### config.mk
export PLATFORM = sky130hd
export DESIGN_NAME = wr_burst_sched_flat
export DESIGN_NICKNAME = d
export VERILOG_FILES = /design/src/rtl/wr_burst_sched_if.sv /design/src/rtl/wr_burst_sched.sv /design/src/flat_wrapper.sv
export SDC_FILE = /design/constraint.sdc
export NUM_CORES = 1
export LEC_CHECK = 0
export CORE_MARGIN = 5
export CORE_UTILIZATION = 51
export CTS_CLUSTER_DIAMETER = 200
export CTS_CLUSTER_SIZE = 8
export DETAILED_ROUTE_END_ITERATION = 6
export PLACE_DENSITY = 0.78
export SLEW_MARGIN = 25
export SYNTH_ARGS = -nofsm -noshare
export SYNTH_HDL_FRONTEND = slang
export SYNTH_SLANG_ARGS = --single-unit
### constraint.sdc
create_clock -name clk -period 3.2 [get_ports clk]
set_input_delay 0.96 -clock clk [delete_from_list [all_inputs] [get_ports clk]]
set_output_delay 0.96 -clock clk [all_outputs]
set_load 0.005 [all_outputs]
### src/rtl/wr_burst_sched_if.sv
// AXI write-address and write-response channels of the encoder output path.
// The scheduler drives through master; the memory side sees slave.
interface wr_burst_sched_if #(
    parameter int ADDR_W = 64
);
    logic [ADDR_W-1:0] awaddr;
    logic [7:0]        awlen;
    logic [2:0]        awsize;
    logic [1:0]        awburst;
    logic              awvalid;
    logic              awready;
    logic              bvalid;
    logic [1:0]        bresp;
    logic              bready;

    modport master (
        output awaddr, awlen, awsize, awburst, awvalid, bready,
        input  awready, bvalid, bresp
    );

    modport slave (
        input  awaddr, awlen, awsize, awburst, awvalid, bready,
        output awready, bvalid, bresp
    );
endinterface

### src/rtl/wr_burst_sched.sv
// Issues one fixed-length AW burst per macroblock, caps bursts in flight,
// and pulses done once every burst of the frame has a B response.
module wr_burst_sched #(
    parameter int ADDR_W      = 64,
    parameter int BURST_BEATS = 7,
    parameter int BEAT_BYTES  = 128,
    parameter int MAX_OUTST   = 8
) (
    input  logic              clk,
    input  logic              rst_n,
    input  logic              start_pulse,
    input  logic [31:0]       mb_w,
    input  logic [31:0]       mb_h,
    input  logic [ADDR_W-1:0] base_addr,
    wr_burst_sched_if.master  m_axi,
    output logic              busy,
    output logic              done_pulse,
    output logic              resp_err
);
    localparam int          STRIDE = BURST_BEATS * BEAT_BYTES;
    localparam logic [7:0]  AWLEN  = 8'(BURST_BEATS - 1);
    localparam logic [2:0]  AWSIZE = 3'($clog2(BEAT_BYTES));
    localparam logic [7:0]  MAXO   = 8'(MAX_OUTST);

    typedef enum logic [2:0] {
        IDLE, INIT, ISSUE, DRAIN, DONE
    } state_t;

    state_t            state_q, state_d;
    logic [ADDR_W-1:0] base_q, base_d;
    logic [ADDR_W-1:0] addr_q, addr_d;
    logic [21:0]       total_q, total_d;
    logic [21:0]       iss_q, iss_d;
    logic [21:0]       cmp_q, cmp_d;
    logic [7:0]        out_q, out_d;
    logic              err_q, err_d;
    logic              awv_q, awv_d;
    logic              busy_q, done_q;
    logic              aw_hs, b_hs;
    logic              unused_hi;

    assign unused_hi = ^{mb_w[31:11], mb_h[31:11]};
    assign aw_hs     = awv_q & m_axi.awready;
    assign b_hs      = m_axi.bvalid;

    always_comb begin
        state_d = state_q;
        base_d  = base_q;
        addr_d  = addr_q;
        total_d = total_q;
        iss_d   = iss_q;
        cmp_d   = cmp_q;
        out_d   = out_q;
        err_d   = err_q;
        awv_d   = 1'b0;
        unique case (state_q)
            IDLE: begin
                if (start_pulse) begin
                    base_d  = base_addr;
                    state_d = INIT;
                end
            end
            INIT: begin
                total_d = 22'(mb_w[10:0]) * 22'(mb_h[10:0]);
                iss_d   = '0;
                cmp_d   = '0;
                out_d   = '0;
                err_d   = b_hs;
                addr_d  = base_q;
                awv_d   = (total_d != 22'd0);
                state_d = (total_d == 22'd0) ? DONE : ISSUE;
            end
            ISSUE, DRAIN: begin
                if (aw_hs) begin
                    iss_d  = iss_q + 22'd1;
                    out_d  = out_q + 8'd1;
                    addr_d = addr_q + ADDR_W'(STRIDE);
                end
                // a response with nothing in flight is unsolicited
                if (b_hs) begin
                    if (out_q == 8'd0) begin
                        err_d = 1'b1;
                    end else begin
                        cmp_d = cmp_q + 22'd1;
                        out_d = out_d - 8'd1;
                        if (m_axi.bresp != 2'b00) err_d = 1'b1;
                    end
                end
                if (state_q == ISSUE) begin
                    awv_d = (iss_d < total_q) && (out_d < MAXO);
                    if (iss_d == total_q) state_d = DRAIN;
                end else if (cmp_d == total_q) begin
                    state_d = DONE;
                end
            end
            DONE: state_d = IDLE;
            default: state_d = IDLE;
        endcase
    end

    always_ff @(posedge clk or negedge rst_n) begin
        if (!rst_n) begin
            state_q <= IDLE;
            base_q  <= '0;
            addr_q  <= '0;
            total_q <= '0;
            iss_q   <= '0;
            cmp_q   <= '0;
            out_q   <= '0;
            err_q   <= 1'b0;
            awv_q   <= 1'b0;
            busy_q  <= 1'b0;
            done_q  <= 1'b0;
        end else begin
            state_q <= state_d;
            base_q  <= base_d;
            addr_q  <= addr_d;
            total_q <= total_d;
            iss_q   <= iss_d;
            cmp_q   <= cmp_d;
            out_q   <= out_d;
            err_q   <= err_d;
            awv_q   <= awv_d;
            busy_q  <= (state_d != IDLE);
            done_q  <= (state_d == DONE);
        end
    end

    assign m_axi.awaddr  = addr_q;
    assign m_axi.awlen   = AWLEN;
    assign m_axi.awsize  = AWSIZE;
    assign m_axi.awburst = 2'b01;
    assign m_axi.awvalid = awv_q;
    assign m_axi.bready  = 1'b1;
    assign busy          = busy_q;
    assign done_pulse    = done_q;
    assign resp_err      = err_q;
endmodule

### src/flat_wrapper.sv
// flat-port wrapper written by rule: the top's interface ports become plain ports
module wr_burst_sched_flat 
#(
    parameter int ADDR_W      = 64,
    parameter int BURST_BEATS = 7,
    parameter int BEAT_BYTES  = 128,
    parameter int MAX_OUTST   = 8
)
  (clk, rst_n, start_pulse, mb_w, mb_h, base_addr, busy, done_pulse, resp_err, m_axi_awaddr, m_axi_awlen, m_axi_awsize, m_axi_awburst, m_axi_awvalid, m_axi_bready, m_axi_awready, m_axi_bvalid, m_axi_bresp);
  wr_burst_sched_if #(.ADDR_W(ADDR_W)) m_axi_i ();
  input  logic clk;
  input  logic rst_n;
  input  logic start_pulse;
  input  logic [31:0] mb_w;
  input  logic [31:0] mb_h;
  input  logic [ADDR_W-1:0] base_addr;
  output logic busy;
  output logic done_pulse;
  output logic resp_err;
  output wire logic [$bits(m_axi_i.awaddr)-1:0] m_axi_awaddr;
  output wire logic [$bits(m_axi_i.awlen)-1:0] m_axi_awlen;
  output wire logic [$bits(m_axi_i.awsize)-1:0] m_axi_awsize;
  output wire logic [$bits(m_axi_i.awburst)-1:0] m_axi_awburst;
  output wire logic [$bits(m_axi_i.awvalid)-1:0] m_axi_awvalid;
  output wire logic [$bits(m_axi_i.bready)-1:0] m_axi_bready;
  input wire logic [$bits(m_axi_i.awready)-1:0] m_axi_awready;
  input wire logic [$bits(m_axi_i.bvalid)-1:0] m_axi_bvalid;
  input wire logic [$bits(m_axi_i.bresp)-1:0] m_axi_bresp;
  assign m_axi_awaddr = m_axi_i.awaddr;
  assign m_axi_awlen = m_axi_i.awlen;
  assign m_axi_awsize = m_axi_i.awsize;
  assign m_axi_awburst = m_axi_i.awburst;
  assign m_axi_awvalid = m_axi_i.awvalid;
  assign m_axi_bready = m_axi_i.bready;
  assign m_axi_i.awready = m_axi_awready;
  assign m_axi_i.bvalid = m_axi_bvalid;
  assign m_axi_i.bresp = m_axi_bresp;
  wr_burst_sched #(.ADDR_W(ADDR_W), .BURST_BEATS(BURST_BEATS), .BEAT_BYTES(BEAT_BYTES), .MAX_OUTST(MAX_OUTST)) u_core (.clk(clk), .rst_n(rst_n), .start_pulse(start_pulse), .mb_w(mb_w), .mb_h(mb_h), .base_addr(base_addr), .m_axi(m_axi_i), .busy(busy), .done_pulse(done_pulse), .resp_err(resp_err));
endmodule
## Word-level counts from Yosys, hierarchy flattened

Index checks and enable logic that the tools add are counted.

| operators by class | value |
|---|---|
| multiplexer cells | 27 |
| multiply operators | 1 |
| bitwise gates (word level) | 1 |
| $lt $le $gt $ge | 2 |
| reductions and logical operators | 12 |
| equal/unequal tests | 9 |
| $add $sub $neg | 5 |

Operators by type and width:

| cell | number |
|---|---|
| $pmux W64 S2 | 1 |
| $mux W22 | 5 |
| $pmux W22 S2 | 2 |
| $add A64 B10 Y64 const B | 1 |
| $mux W64 | 1 |
| $add A22 B1 Y22 const B | 2 |
| $eq A22 B22 Y1 | 2 |
| $mux W8 | 5 |
| $logic_not A22 Y1 | 1 |
| $lt A22 B22 Y1 | 1 |
| $mul A11 B11 Y22 | 1 |
| $reduce_bool A22 Y1 | 1 |
| $pmux W8 S2 | 1 |
| $mux W3 | 5 |
| $pmux W3 S3 | 1 |
| $add A8 B1 Y8 const B | 1 |
| $logic_not A8 Y1 | 1 |
| $lt A8 B4 Y1 const B | 1 |
| $sub A8 B1 Y8 const B | 1 |
| $eq A3 B2 Y1 const B | 2 |
| $mux W1 | 4 |
| $pmux W1 S2 | 2 |
| $reduce_and A2 Y1 | 2 |
| $reduce_bool A2 Y1 | 2 |
| 11 further kinds | 11 |

| storage, ports and cells | value |
|---|---|
| bits in registers | 209 |
| output and inout port bits | 82 |
| input bits | 135 |
| word-level logic and storage cells | 68 |

## Logic depth before layout (Yosys ltp)

| depth | value |
|---|---|
| depth in word-level cells | 11 |
| depth in mapped cells | 23 |

## Worst setup path after synthesis

Ideal clock, no wire load.

| timing | value |
|---|---|
| path kind | input -> register |
| start | input port mb_w[0] |
| end | register u_core.awv_q (netlist: u_core.m_axi.awvalid) |
| arrival | 6.074 ns |
| data required time | 3.080 ns |
| path buffers | 1 |
| path slack | -2.994 ns |
| cell stages on the path | 20 |
| path through | buf_1 > nand2_1 > fa_1 > fa_1 > inv_1 > fa_1 > fa_1 > inv_1 > fa_1 > inv_1 > ha_1 > and3_1 > a211oi_2 > inv_1 > or3_1 > a2111oi_2 > o2111ai_1 > nor4_2 > a21oi_1 > a31o_1 |

| on the way | value |
|---|---|
| cells in the longest elaborated chain, start to end | 3 |

RTL lines:

| item | line | text |
|---|---|---|
| start, declared | flat_wrapper.sv:14 | `input logic [31:0] mb_w;` |
| $mul A11 B11 Y22 | wr_burst_sched.sv:64 | `total_d = 22'(mb_w[10:0]) * 22'(mb_h[10:0]);` |
| $reduce_bool A22 Y1 | wr_burst_sched.sv:70 | `awv_d = (total_d != 22'd0);` |
| $pmux W1 S2 | wr_burst_sched.sv:56 | `unique case (state_q)` |
| via u_core.awv_d | wr_burst_sched.sv:37 | `logic awv_q, awv_d;` |
| end signal, assigned | wr_burst_sched.sv:123 | `awv_q <= awv_d;` |
| end, declared | wr_burst_sched.sv:37 |  |

The timed path passes the listed nets, and every way through them passes these cells.
A chain may end at the register's enable or synchronous reset.

## Worst setup path in the final report

| timing | value |
|---|---|
| start | input port mb_h[7] |
| end | register u_core.awv_q (netlist: u_core.m_axi.awvalid) |

| on the way | value |
|---|---|
| cells in the longest elaborated chain, start to end | 3 |

RTL lines:

| item | line | text |
|---|---|---|
| start, declared | flat_wrapper.sv:15 | `input logic [31:0] mb_h;` |
| $mul A11 B11 Y22 | wr_burst_sched.sv:64 |  |
| $reduce_bool A22 Y1 | wr_burst_sched.sv:70 |  |
| $pmux W1 S2 | wr_burst_sched.sv:56 |  |
| via u_core.awv_d | wr_burst_sched.sv:37 |  |

The timed path passes the listed nets, and every way through them passes these cells.

==> flow_metrics.py <==
metrics = {
    "route": {
        "via_count": 14600,
        "vias_per_cell": 5.87,
        "dr.pass1.iters": 5,
        "routedWlPerCell_um": 19.0,
        "drt_iter0_drc": 1182,
        "drc": 0,
        "wirelength_um": 47300,
        "drtAntennaViolNets": 0,
    },
    "placed_design": {
        "dp_slack_ps": -3600,
        "io_buffers": 160,
        "gp_congestion": 0.918,
        "hpwlAfterDp_um": 33900,
    },
    "cells_and_area": {
        "syn_to_final_growth_pct": 32.3,
        "utilization_pct": 67.8,
        "layout.nets": 2389,
        "drive_gt1_share_pct": 25.9,
        "n_antenna_cell": 0,
        "fill_cells": 2278,
    },
    "critical_path": {
        "cp-end-kind": "flop",
        "crit_path_max_fanout": 7,
        "slowest_delay_ps": 560,
        "worstPathCellList": "buf_12 -> and2_4 -> fa_1 -> fa_1 -> fa_1 -> fa_1 -> inv_1 -> fa_1 -> inv_2 -> ha_4 -> and3_4 -> a211oi_4 -> inv_2 -> or3_4 -> a2111oi_4 -> o2111ai_2 -> nor4_2 -> a21oi_2 -> a31o_1",
        "worst_setup_path_start_kind": "input pin",
        "r2r-start": "u_core.m_axi.awvalid",
        "cp_common_cell": "fa_1",
        "critPathKind": "in -> reg",
        "critPathTopFamily": "adder cells",
        "cp_data_required_time_ps": 3610,
        "slowest_stage": "fa_1",
        "critPathLaunch": "mb_h[7]",
        "cp_num_buf_inv": 4,
        "crit_arrival_ps": 6040,
    },
    "yosys": {
        "synthCells": 1794,
        "synth_top_area_cell": "dfrtp_1",
        "synth_edf_count": 0,
        "netlist_top_cells_count": "nand2_1, dfrtp_1, o21ai_0, inv_1, a21oi_1",
        "netlist_area_mm2": 0.0160,
        "postSynth.asyncResetShare_pct": 100,
        "synth_area_per_cell_um2": 8.93,
        "synth_seq_area_share_pct": 32.6,
        "synth.most_common_cell": "nand2_1",
        "synthTopCellsByArea": "dfrtp_1, fa_1, ha_1",
        "ys_warn_count": 0,
        "synth-seq-cells": 209,
        "synthFlopType": "dfrtp_1",
        "synthDistinctLibCells": 87,
        "synth_top_area_share_pct": 32.6,
    },
    "global_routing": {
        "grt_pass1_wl_um": 76400,
        "track_usage_pct": 25.9,
        "grt_max_degree": 66,
        "antenna_found_initial": 0,
        "grt_pass1_vias": 14700,
        "grt-ovfl-total": 0,
    },
    "floorplanning": {
        "start_util_pct": 51.2,
        "rows": 65,
        "coreArea_mm2": 0.0313,
        "die_w_um": 187,
        "fp.dieArea_mm2": 0.0351,
        "io_pins": 217,
        "die_height_um": 187,
    },
    "run_status": {
        "failed_checks": "negative setup slack",
        "status": "finished with violations",
    },
    "cts": {
        "root_buffer": "clkbuf_16",
        "worstSkewPairLatency_ps": 550,
        "clkSlewWorstSetupHoldPaths_ps": 50,
        "cts_buffers": 30,
        "cts_tree": "built",
        "clock-sinks": 209,
        "htree_num_levels": 1,
        "cts.path.max_buffers": 3,
    },
    "sta": {
        "max-slew-margin-rel_pct": 40.6,
        "final_hold_viol_count": 0,
        "setup_ws_ps": -2430,
        "rsz0062_at_grt": "true",
        "period_needed_ps": 5630,
        "setup_viol": 22,
        "drv_slew": 0,
        "fin_worst_skew_ps": 25.6,
        "tightest_slew_ps": 891,
        "max_freq_ghz": 0.177,
        "finalCritPeriodShare_pct": 176,
    },
    "job": {
        "maxCapViolCount": 0,
    },
    "pwr": {
        "p_leak_nw": 9.52,
        "power_density_mw_per_mm2": 700,
        "ir_worst_vdd_v": 0.000942,
    },
    "worst_hold_path": {
        "hp-class": "in -> async",
    },
}
-- area by class of cell --
cell class	count	area [um2]	area share, %
Inverter	132	495	2.34
Tap cell	402	503	2.37
Sequential cell	209	5230	24.7
Clock buffer	32	779	3.67
Clock inverter	1	8.76	0.0413
Timing Repair Buffer	369	3440	16.2
Multi-Input combinational cell	1344	10800	50.7
-- state kept, by name, indices dropped and copies added (netlist names) --
name and flops:
u_core.base_q 64, u_core.m_axi.awaddr 64, u_core.cmp_q 22, u_core.iss_q 22, u_core.total_q 22, u_core.out_q 8, u_core.state_q 3, u_core.busy 1
u_core.done_pulse 1, u_core.m_axi.awvalid 1, u_core.resp_err 1
-- kinds of logic (layout without fill, tap and decap cells) --
group	count (synthesis)	in the layout	synth area share (%)
simple gates	618	618	19.9
compound gates	394	394	14.7
buf+inv	253	534	6.50
flops	209	209	32.6
fa+ha+maj	168	168	16.9
xor+xnor	76	76	4.15
mux	74	74	5.15
other cells	2	14	0.0469
-- what timing repair did --
action	in CTS	in global routing
gates resized for setup	205	96
hold buffers	0	0
pin swaps	67	62
setup endpoints to repair	25	24
buffers inserted	20	17
endpoints found under the hold margin	0	0
-- layer usage --
metal | wire, um | up-vias | GRT usage (%)
li1 | - | 6722 | -
met1 | 19300 | 7158 | 34.1
met2 | 23300 | 587 | 44.6
met3 | 2600 | 146 | 2.99
met4 | 2140 | 0 | 9.13
met5 | 0 | - | 0
-- path summary, 6_finish.rpt --
check	slack (ps)	to	depth (start not counted)
min in group clk	460	u_core.m_axi.awaddr[4]	2
worst max-delay path	-2430	u_core.m_axi.awvalid	19
worst max register to register	-290	u_core.m_axi.awvalid	15
worst min-delay path	350	u_core.cmp_q[20]	1
worst min register to register	460	u_core.m_axi.awaddr[4]	2
max in group asynchronous	2070	u_core.total_q[16]	2
-- metrics by stage --
stage / instance area [um2] / instances / total power, mW / TNS (ps) / hold slack [ps]
after CTS: 20800 / 2479 / 13.8 / -36260 / 364
final: 21200 / 2489 / 14.8 / -35960 / 348
after global routing: 21200 / 2489 / 15.7 / -39060 / 393
after global placement: 19500 / 2427 / 9.44 / -62200 / 442
after floorplan: 16700 / 1806 / 7.25 / -38330 / 435
after detailed placement: 19500 / 2427 / 9.62 / -64540 / 454
-- power by group --
part | switching, mW | leakage (nW) | internal [mW]
clock network | 1.09 | 0.387 | 1.68
registers | 0.148 | 2.63 | 2.77
logic | 4.35 | 6.50 | 4.80
total | 5.60 | 9.52 | 9.24
-- placed cells by master (no fill, tap or decap), drive strengths merged, types with 38 or more instances in the layout --
master / n
nor2: 78
o21ai: 151
xnor2: 57
ha: 88
fa: 80
nor3: 38
buf: 229
inv: 132
dfrtp: 209
nand2: 237
nand3: 63
mux2: 68
clkdlybuf4s50: 136
a21oi: 117
and2: 73
No activity file was read; power rests on OpenSTA's default activity.
